==> src/rtl/cla_pipe_adder_if.sv <==
// Operand/result handshake bundle for cla_pipe_adder.
// The master drives operands and out_ready. The slave (the adder) returns in_ready and the result.
interface cla_pipe_adder_if #(
  parameter int WIDTH = 16
);
  logic             in_valid;
  logic             in_ready;
  logic [WIDTH-1:0] a;
  logic [WIDTH-1:0] b;
  logic             cin;
  logic             sub;
  logic             out_valid;
  logic             out_ready;
  logic [WIDTH-1:0] sum;
  logic             cout;
  logic             ovf;
  logic             zero;

  modport master (
    output in_valid, a, b, cin, sub, out_ready,
    input  in_ready, out_valid, sum, cout, ovf, zero
  );

  modport slave (
    input  in_valid, a, b, cin, sub, out_ready,
    output in_ready, out_valid, sum, cout, ovf, zero
  );
endinterface

==> src/rtl/cla_pipe_adder.sv <==
// Two-level carry-lookahead add/sub with a 2-stage valid/ready pipeline.
// Stage 1 registers bit and group propagate/generate. Stage 2 resolves carries, sum and flags.
module cla_pipe_adder #(
  parameter int WIDTH = 16,
  parameter int GROUP = 4
) (
  input logic             clk,
  input logic             rst_n,
  cla_pipe_adder_if.slave bus
);

  localparam int NG = WIDTH / GROUP;

  // Lookahead carry into bit i of one group, as a flat sum of products
  function automatic logic grp_carry(input logic [GROUP-1:0] p, input logic [GROUP-1:0] g,
                                     input logic c, input int i);
    logic acc;
    logic t;
    acc = c;
    for (int m = 0; m < GROUP; m++) acc = acc & ((m < i) ? p[m] : 1'b1);
    for (int k = 0; k < GROUP; k++) begin
      t = (k < i) ? g[k] : 1'b0;
      for (int m = 0; m < GROUP; m++) t = t & ((m > k && m < i) ? p[m] : 1'b1);
      acc = acc | t;
    end
    return acc;
  endfunction

  // Same lookahead at group level: carry into group j, from GP/GG and c0
  function automatic logic top_carry(input logic [NG-1:0] gp, input logic [NG-1:0] gg,
                                     input logic c, input int j);
    logic acc;
    logic t;
    acc = c;
    for (int m = 0; m < NG; m++) acc = acc & ((m < j) ? gp[m] : 1'b1);
    for (int k = 0; k < NG; k++) begin
      t = (k < j) ? gg[k] : 1'b0;
      for (int m = 0; m < NG; m++) t = t & ((m > k && m < j) ? gp[m] : 1'b1);
      acc = acc | t;
    end
    return acc;
  endfunction

  logic             adv_s;
  logic [WIDTH-1:0] b_eff_s;
  logic [WIDTH-1:0] p_d, p_q;
  logic [WIDTH-1:0] g_d, g_q;
  logic [NG-1:0]    gp_d, gp_q;
  logic [NG-1:0]    gg_d, gg_q;
  logic             c0_d, c0_q;
  logic             s1_valid_q;
  logic [NG:0]      gc_s;
  logic [WIDTH-1:0] cb_s;
  logic [WIDTH-1:0] sum_d, sum_q;
  logic             cout_d, cout_q;
  logic             ovf_d, ovf_q;
  logic             zero_d, zero_q;
  logic             out_valid_q;

  // The whole pipe moves as one unit, so a bubble in stage 1 is simply carried forward
  assign adv_s         = ~out_valid_q | bus.out_ready;
  assign bus.in_ready  = adv_s;
  assign bus.out_valid = out_valid_q;
  assign bus.sum       = sum_q;
  assign bus.cout      = cout_q;
  assign bus.ovf       = ovf_q;
  assign bus.zero      = zero_q;

  // Stage 1 next state: operand conditioning and per-group propagate/generate
  always_comb begin
    b_eff_s = bus.sub ? ~bus.b : bus.b;
    c0_d    = bus.sub ? 1'b1 : bus.cin;
    p_d     = bus.a ^ b_eff_s;
    g_d     = bus.a & b_eff_s;
    gp_d    = '0;
    gg_d    = '0;
    for (int j = 0; j < NG; j++) begin
      gp_d[j] = &p_d[j*GROUP +: GROUP];
      gg_d[j] = grp_carry(p_d[j*GROUP +: GROUP], g_d[j*GROUP +: GROUP], 1'b0, GROUP);
    end
  end

  // Stage 2 next state: group carries, in-group carries, sum and flags
  always_comb begin
    gc_s = '0;
    cb_s = '0;
    for (int j = 0; j <= NG; j++) gc_s[j] = top_carry(gp_q, gg_q, c0_q, j);
    for (int j = 0; j < NG; j++) begin
      for (int i = 0; i < GROUP; i++) begin
        cb_s[j*GROUP + i] = grp_carry(p_q[j*GROUP +: GROUP], g_q[j*GROUP +: GROUP], gc_s[j], i);
      end
    end
    sum_d  = p_q ^ cb_s;
    cout_d = gc_s[NG];
    ovf_d  = cb_s[WIDTH-1] ^ gc_s[NG];
    zero_d = ~|sum_d;
  end

  // Stage 1 register
  always_ff @(posedge clk or negedge rst_n) begin
    if (!rst_n) begin
      s1_valid_q <= 1'b0;
      p_q        <= '0;
      g_q        <= '0;
      gp_q       <= '0;
      gg_q       <= '0;
      c0_q       <= 1'b0;
    end else if (adv_s) begin
      s1_valid_q <= bus.in_valid;
      p_q        <= p_d;
      g_q        <= g_d;
      gp_q       <= gp_d;
      gg_q       <= gg_d;
      c0_q       <= c0_d;
    end
  end

  // Output register: result fields only update on a real operand set, so they keep the last result
  always_ff @(posedge clk or negedge rst_n) begin
    if (!rst_n) begin
      out_valid_q <= 1'b0;
      sum_q       <= '0;
      cout_q      <= 1'b0;
      ovf_q       <= 1'b0;
      zero_q      <= 1'b0;
    end else if (adv_s) begin
      out_valid_q <= s1_valid_q;
      if (s1_valid_q) begin
        sum_q  <= sum_d;
        cout_q <= cout_d;
        ovf_q  <= ovf_d;
        zero_q <= zero_d;
      end
    end
  end

endmodule

==> src/flat_wrapper.sv <==
// flat-port wrapper written by rule: the top's interface ports become plain ports
module cla_pipe_adder_flat 
#(
  parameter int WIDTH = 16,
  parameter int GROUP = 4
)
  (clk, rst_n, bus_in_valid, bus_a, bus_b, bus_cin, bus_sub, bus_out_ready, bus_in_ready, bus_out_valid, bus_sum, bus_cout, bus_ovf, bus_zero);
  cla_pipe_adder_if #(.WIDTH(WIDTH)) bus_i ();
  input logic clk;
  input logic rst_n;
  input wire logic [$bits(bus_i.in_valid)-1:0] bus_in_valid;
  input wire logic [$bits(bus_i.a)-1:0] bus_a;
  input wire logic [$bits(bus_i.b)-1:0] bus_b;
  input wire logic [$bits(bus_i.cin)-1:0] bus_cin;
  input wire logic [$bits(bus_i.sub)-1:0] bus_sub;
  input wire logic [$bits(bus_i.out_ready)-1:0] bus_out_ready;
  output wire logic [$bits(bus_i.in_ready)-1:0] bus_in_ready;
  output wire logic [$bits(bus_i.out_valid)-1:0] bus_out_valid;
  output wire logic [$bits(bus_i.sum)-1:0] bus_sum;
  output wire logic [$bits(bus_i.cout)-1:0] bus_cout;
  output wire logic [$bits(bus_i.ovf)-1:0] bus_ovf;
  output wire logic [$bits(bus_i.zero)-1:0] bus_zero;
  assign bus_i.in_valid = bus_in_valid;
  assign bus_i.a = bus_a;
  assign bus_i.b = bus_b;
  assign bus_i.cin = bus_cin;
  assign bus_i.sub = bus_sub;
  assign bus_i.out_ready = bus_out_ready;
  assign bus_in_ready = bus_i.in_ready;
  assign bus_out_valid = bus_i.out_valid;
  assign bus_sum = bus_i.sum;
  assign bus_cout = bus_i.cout;
  assign bus_ovf = bus_i.ovf;
  assign bus_zero = bus_i.zero;
  cla_pipe_adder #(.WIDTH(WIDTH), .GROUP(GROUP)) u_core (.clk(clk), .rst_n(rst_n), .bus(bus_i));
endmodule
==> config.mk <==
export PLATFORM = sky130hd
export DESIGN_NAME = cla_pipe_adder_flat
export DESIGN_NICKNAME = d
export VERILOG_FILES = /design/src/rtl/cla_pipe_adder_if.sv /design/src/rtl/cla_pipe_adder.sv /design/src/flat_wrapper.sv
export SDC_FILE = /design/constraint.sdc
export NUM_CORES = 1
export LEC_CHECK = 0
export ABC_AREA = 1
export CAP_MARGIN = 5
export CORE_ASPECT_RATIO = 1.25
export CORE_UTILIZATION = 52
export DETAILED_ROUTE_END_ITERATION = 10
export GPL_ROUTABILITY_DRIVEN = 0
export PLACE_DENSITY_LB_ADDON = 0.12
export SLEW_MARGIN = 15
export SYNTH_ARGS = -nofsm -noshare
export SYNTH_HDL_FRONTEND = slang
export SYNTH_SLANG_ARGS = --single-unit
==> constraint.sdc <==
create_clock -name clk -period 2 [get_ports clk]
set_input_delay 0.4 -clock clk [delete_from_list [all_inputs] [get_ports clk]]
set_output_delay 0.4 -clock clk [all_outputs]
set_load 0.01 [all_outputs]
==> flow_metrics.env, run 1 <==
export IMPL_wl_met3_um=312
export IMPL_first_pass_iters=7
export IMPL_path_max_fanout=2
export IMPL_max_cap_violations=0
export IMPL_io_buffers=58
export IMPL_start_util_pct=53.60
export IMPL_io_pin_count=59
export IMPL_grt_pass1_vias=2473
export IMPL_ys_warn_count=0
export IMPL_start_kind="input port"
export IMPL_wl_um=6546
export IMPL_die_area_um2=6272
export IMPL_vias=2691
export IMPL_rsz0062_at_grt="false"
export IMPL_synth_area_leaders="dfrtp_1 (47%), nand2_1 (16%), ha_1 (8.1%), o21ai_0 (6.1%), xor2_1 (4.5%)"
export IMPL_violations="design-rule violations"
export IMPL_rows=31
export IMPL_nNetsFinal=511
export IMPL_slew_limit_headroom_pct=69.11
export IMPL_setup_violations=0
export IMPL_fin_hold_ws_ns=0.007801
export IMPL_cts_path_max_buffers=2
export IMPL_synth_simple_area_share_pct=25.20
export IMPL_ctsResizeCount=0
export IMPL_postSynthCellCount=377
export IMPL_status="complete, but fails checks"
export IMPL_cts_tree="done"
export IMPL_power_density_nw_per_um2=1035
export IMPL_coreArea_um2=5779
export IMPL_overflow=0
export IMPL_dpl_worst_slack_ns=-0.1359
export IMPL_drtIter0Drc=128
export IMPL_post_cts_buffers=0
export IMPL_crit_path_cell_trace="clkdlybuf4s50_1 > nor2_4 > inv_2 > clkdlybuf4s50_1"
export IMPL_final_cell_mix="nand2_1 (128), dfrtp_1 (58), clkdlybuf4s50_1 (57)"
export IMPL_cts_clk_slew_worst_paths_ns=0.07
export IMPL_grt_max_degree=45
export IMPL_cts_sinks=58
export IMPL_antenna_cells=0
export IMPL_synth_area_um2=3098
export IMPL_endpoint_kind="output port"
export IMPL_ys_ff_latch=58
export IMPL_syn_to_final_growth_pct=31.46
export IMPL_die_height_um=88.30
export IMPL_dpl_hpwl_um=4845
export IMPL_finalNonFillerCells=524
export IMPL_setup_slack_ns=0.08423
export IMPL_via_per_inst=5.135
export IMPL_ctsHoldBuffers=0
export IMPL_antenna_left=0
export IMPL_synth_mux_area_share_pct=0
export IMPL_synthXorXnorAreaFrac_pct=4.523
export IMPL_grt_pass1_wl_um=11130
export IMPL_synth_top_area_share_pct=46.85
export IMPL_yosys_area_share_adder_pct=8.078
export IMPL_layout_worst_path_cycle_share_pct=95.79
export IMPL_crit_arrival_ns=1.52
export IMPL_vdd_drop_max_mv=0.4705
export IMPL_clock_root_buffer="clkbuf_8"
export IMPL_cpMostUsedCell="clkdlybuf4s50_1"
export IMPL_drc=4
export IMPL_cts_made_buffers=9
export IMPL_yosys_cell_types_count=25
export IMPL_top_layer_used="met4"
export IMPL_synth_top_family_by_area="simple AND/OR/NAND/NOR gates"
export IMPL_slew_violations=0
export IMPL_drive_gt1_share_pct=9.607
export IMPL_die_x_um=71.04
export IMPL_cp_slowest_stage_delay_ns=0.52
export IMPL_design_power_total_w=0.004217
export IMPL_crit_type="input port to output port"
export IMPL_required_ns=1.60
export IMPL_synth_seq_area_share_pct=46.85
export IMPL_wirelength_met1_um=2974
export IMPL_hold_path_class="input port to asynchronous set/reset pin"
export IMPL_clk_latency_ns=0.34
export IMPL_htreeDepth=3
export IMPL_power_static_leakage_nw=2.064
export IMPL_grtUsageTotal_pct=23.46
export IMPL_synth_largest_area_cell="dfrtp_1"
export IMPL_synth_compound_area_share_pct=8.966
export IMPL_min_period_ns=1.916
export IMPL_placed_cells=508
export IMPL_wl_met2_um=3115
export IMPL_worst_slew_pin_slew_ns=0.4634
export IMPL_synth_net_count=435
export IMPL_max_freq_ghz=0.5220
export IMPL_skew_ns=0.007121
export IMPL_hold_viol_final=0
export IMPL_wl_per_cell_um=12.49
export IMPL_syn_area_per_cell_um2=8.217
export IMPL_final_common_cell="nand2_1"
export IMPL_fin_util_pct=70.47
export IMPL_antenna_found_initial=0
export IMPL_crit_slowest_cell="clkdlybuf4s50_1"
==> final timing paths <==
kind,startpoint,endpoint,slack (ns),cells past startpoint
worst min register to register,u_core.bus.sum[9],u_core.bus.sum[9],0.48,2
min in group clk,u_core.bus.sum[9],u_core.bus.sum[9],0.48,2
max in group asynchronous,rst_n,u_core.gg_q[0],1.36,3
worst max-delay path,bus_out_ready,bus_in_ready,0.08,4
worst min-delay path,rst_n,u_core.bus.sum[2],0.008,1
worst max register to register,u_core.gg_q[1],u_core.bus.zero,0.18,13
==> kinds of logic after synthesis <==
kind of cell,count (synthesis)
compound gates,52
xor+xnor,16
fa+ha+maj,20
buf+inv,47
flops,58
simple gates,184
==> final cells by class <==
type	instances	area (um2)
clock buffers	11	141.4
clock inverters	5	77.57
fillers	469	1707
inverters	36	135.1
multi-input cells	272	1449
flip-flops and latches	58	1451
well taps	66	82.58
repair buffers	76	735.7
==> cell usage after synthesis (all sizes together) <==
master,instances
a21oi,5
nor2,20
inv,36
o21bai,1
o21ai,38
nand3,19
a211o,1
nor3,4
o21a,1
a31oi,4
o22ai,1
buf,9
nand4,8
dfrtp,58
clkbuf,2
xor2,16
a21o,1
nand2,133
ha,20
==> per-stage QoR <==
stage	area, um2	setup TNS, ns
final	4073	0
after CTS	4073	0
after global routing	4073	0
after global placement	3854	-0.2221
after floorplan	3098	0
after detailed placement	3854	-0.4984
==> flip-flops by register name (all words and copies together) (netlist names) <==
name and cells:
u_core.bus.sum 16, u_core.c0_q 1, u_core.gp_q 4, u_core.bus.out_valid 1, u_core.gg_q 4, u_core.s1_valid_q 1
u_core.p_q 16, u_core.bus.zero 1, u_core.bus.ovf 1, u_core.bus.cout 1, u_core.g_q 12
==> routing by layer <==
metal  global-route usage, %  up-vias
li1                        -     1369
met1                   31.11     1220
met2                   36.45       89
met3                   5.353       13
met4                   12.00        0
met5                       0        -
==> power by group <==
part | internal (W) | switching (W)
sequential | 0.00145 | 0.000182
combinational | 0.000685 | 0.000696
clock | 0.000731 | 0.000467
==> worst max-delay path: cells and delay by family <==
kind | cells | cell delay (ns)
AND/OR/NAND/NOR | 1 | 0.05
buffers and inverters | 3 | 1.06
Power figures use the tool's default switching activity.
==> run 2: changes to the inputs <==
- SLEW_MARGIN: 15 -> default
- TNS_END_PERCENT: default -> 100
==> results of run 2 <==
Same layout as run 1: the final DEF is identical, and so are final timing and power.
==> run 3: changes to the inputs <==
- CTS_CLUSTER_SIZE: default -> 40
==> results of run 3 <==
Same layout as run 1: the final DEF is identical, and so are final timing and power.
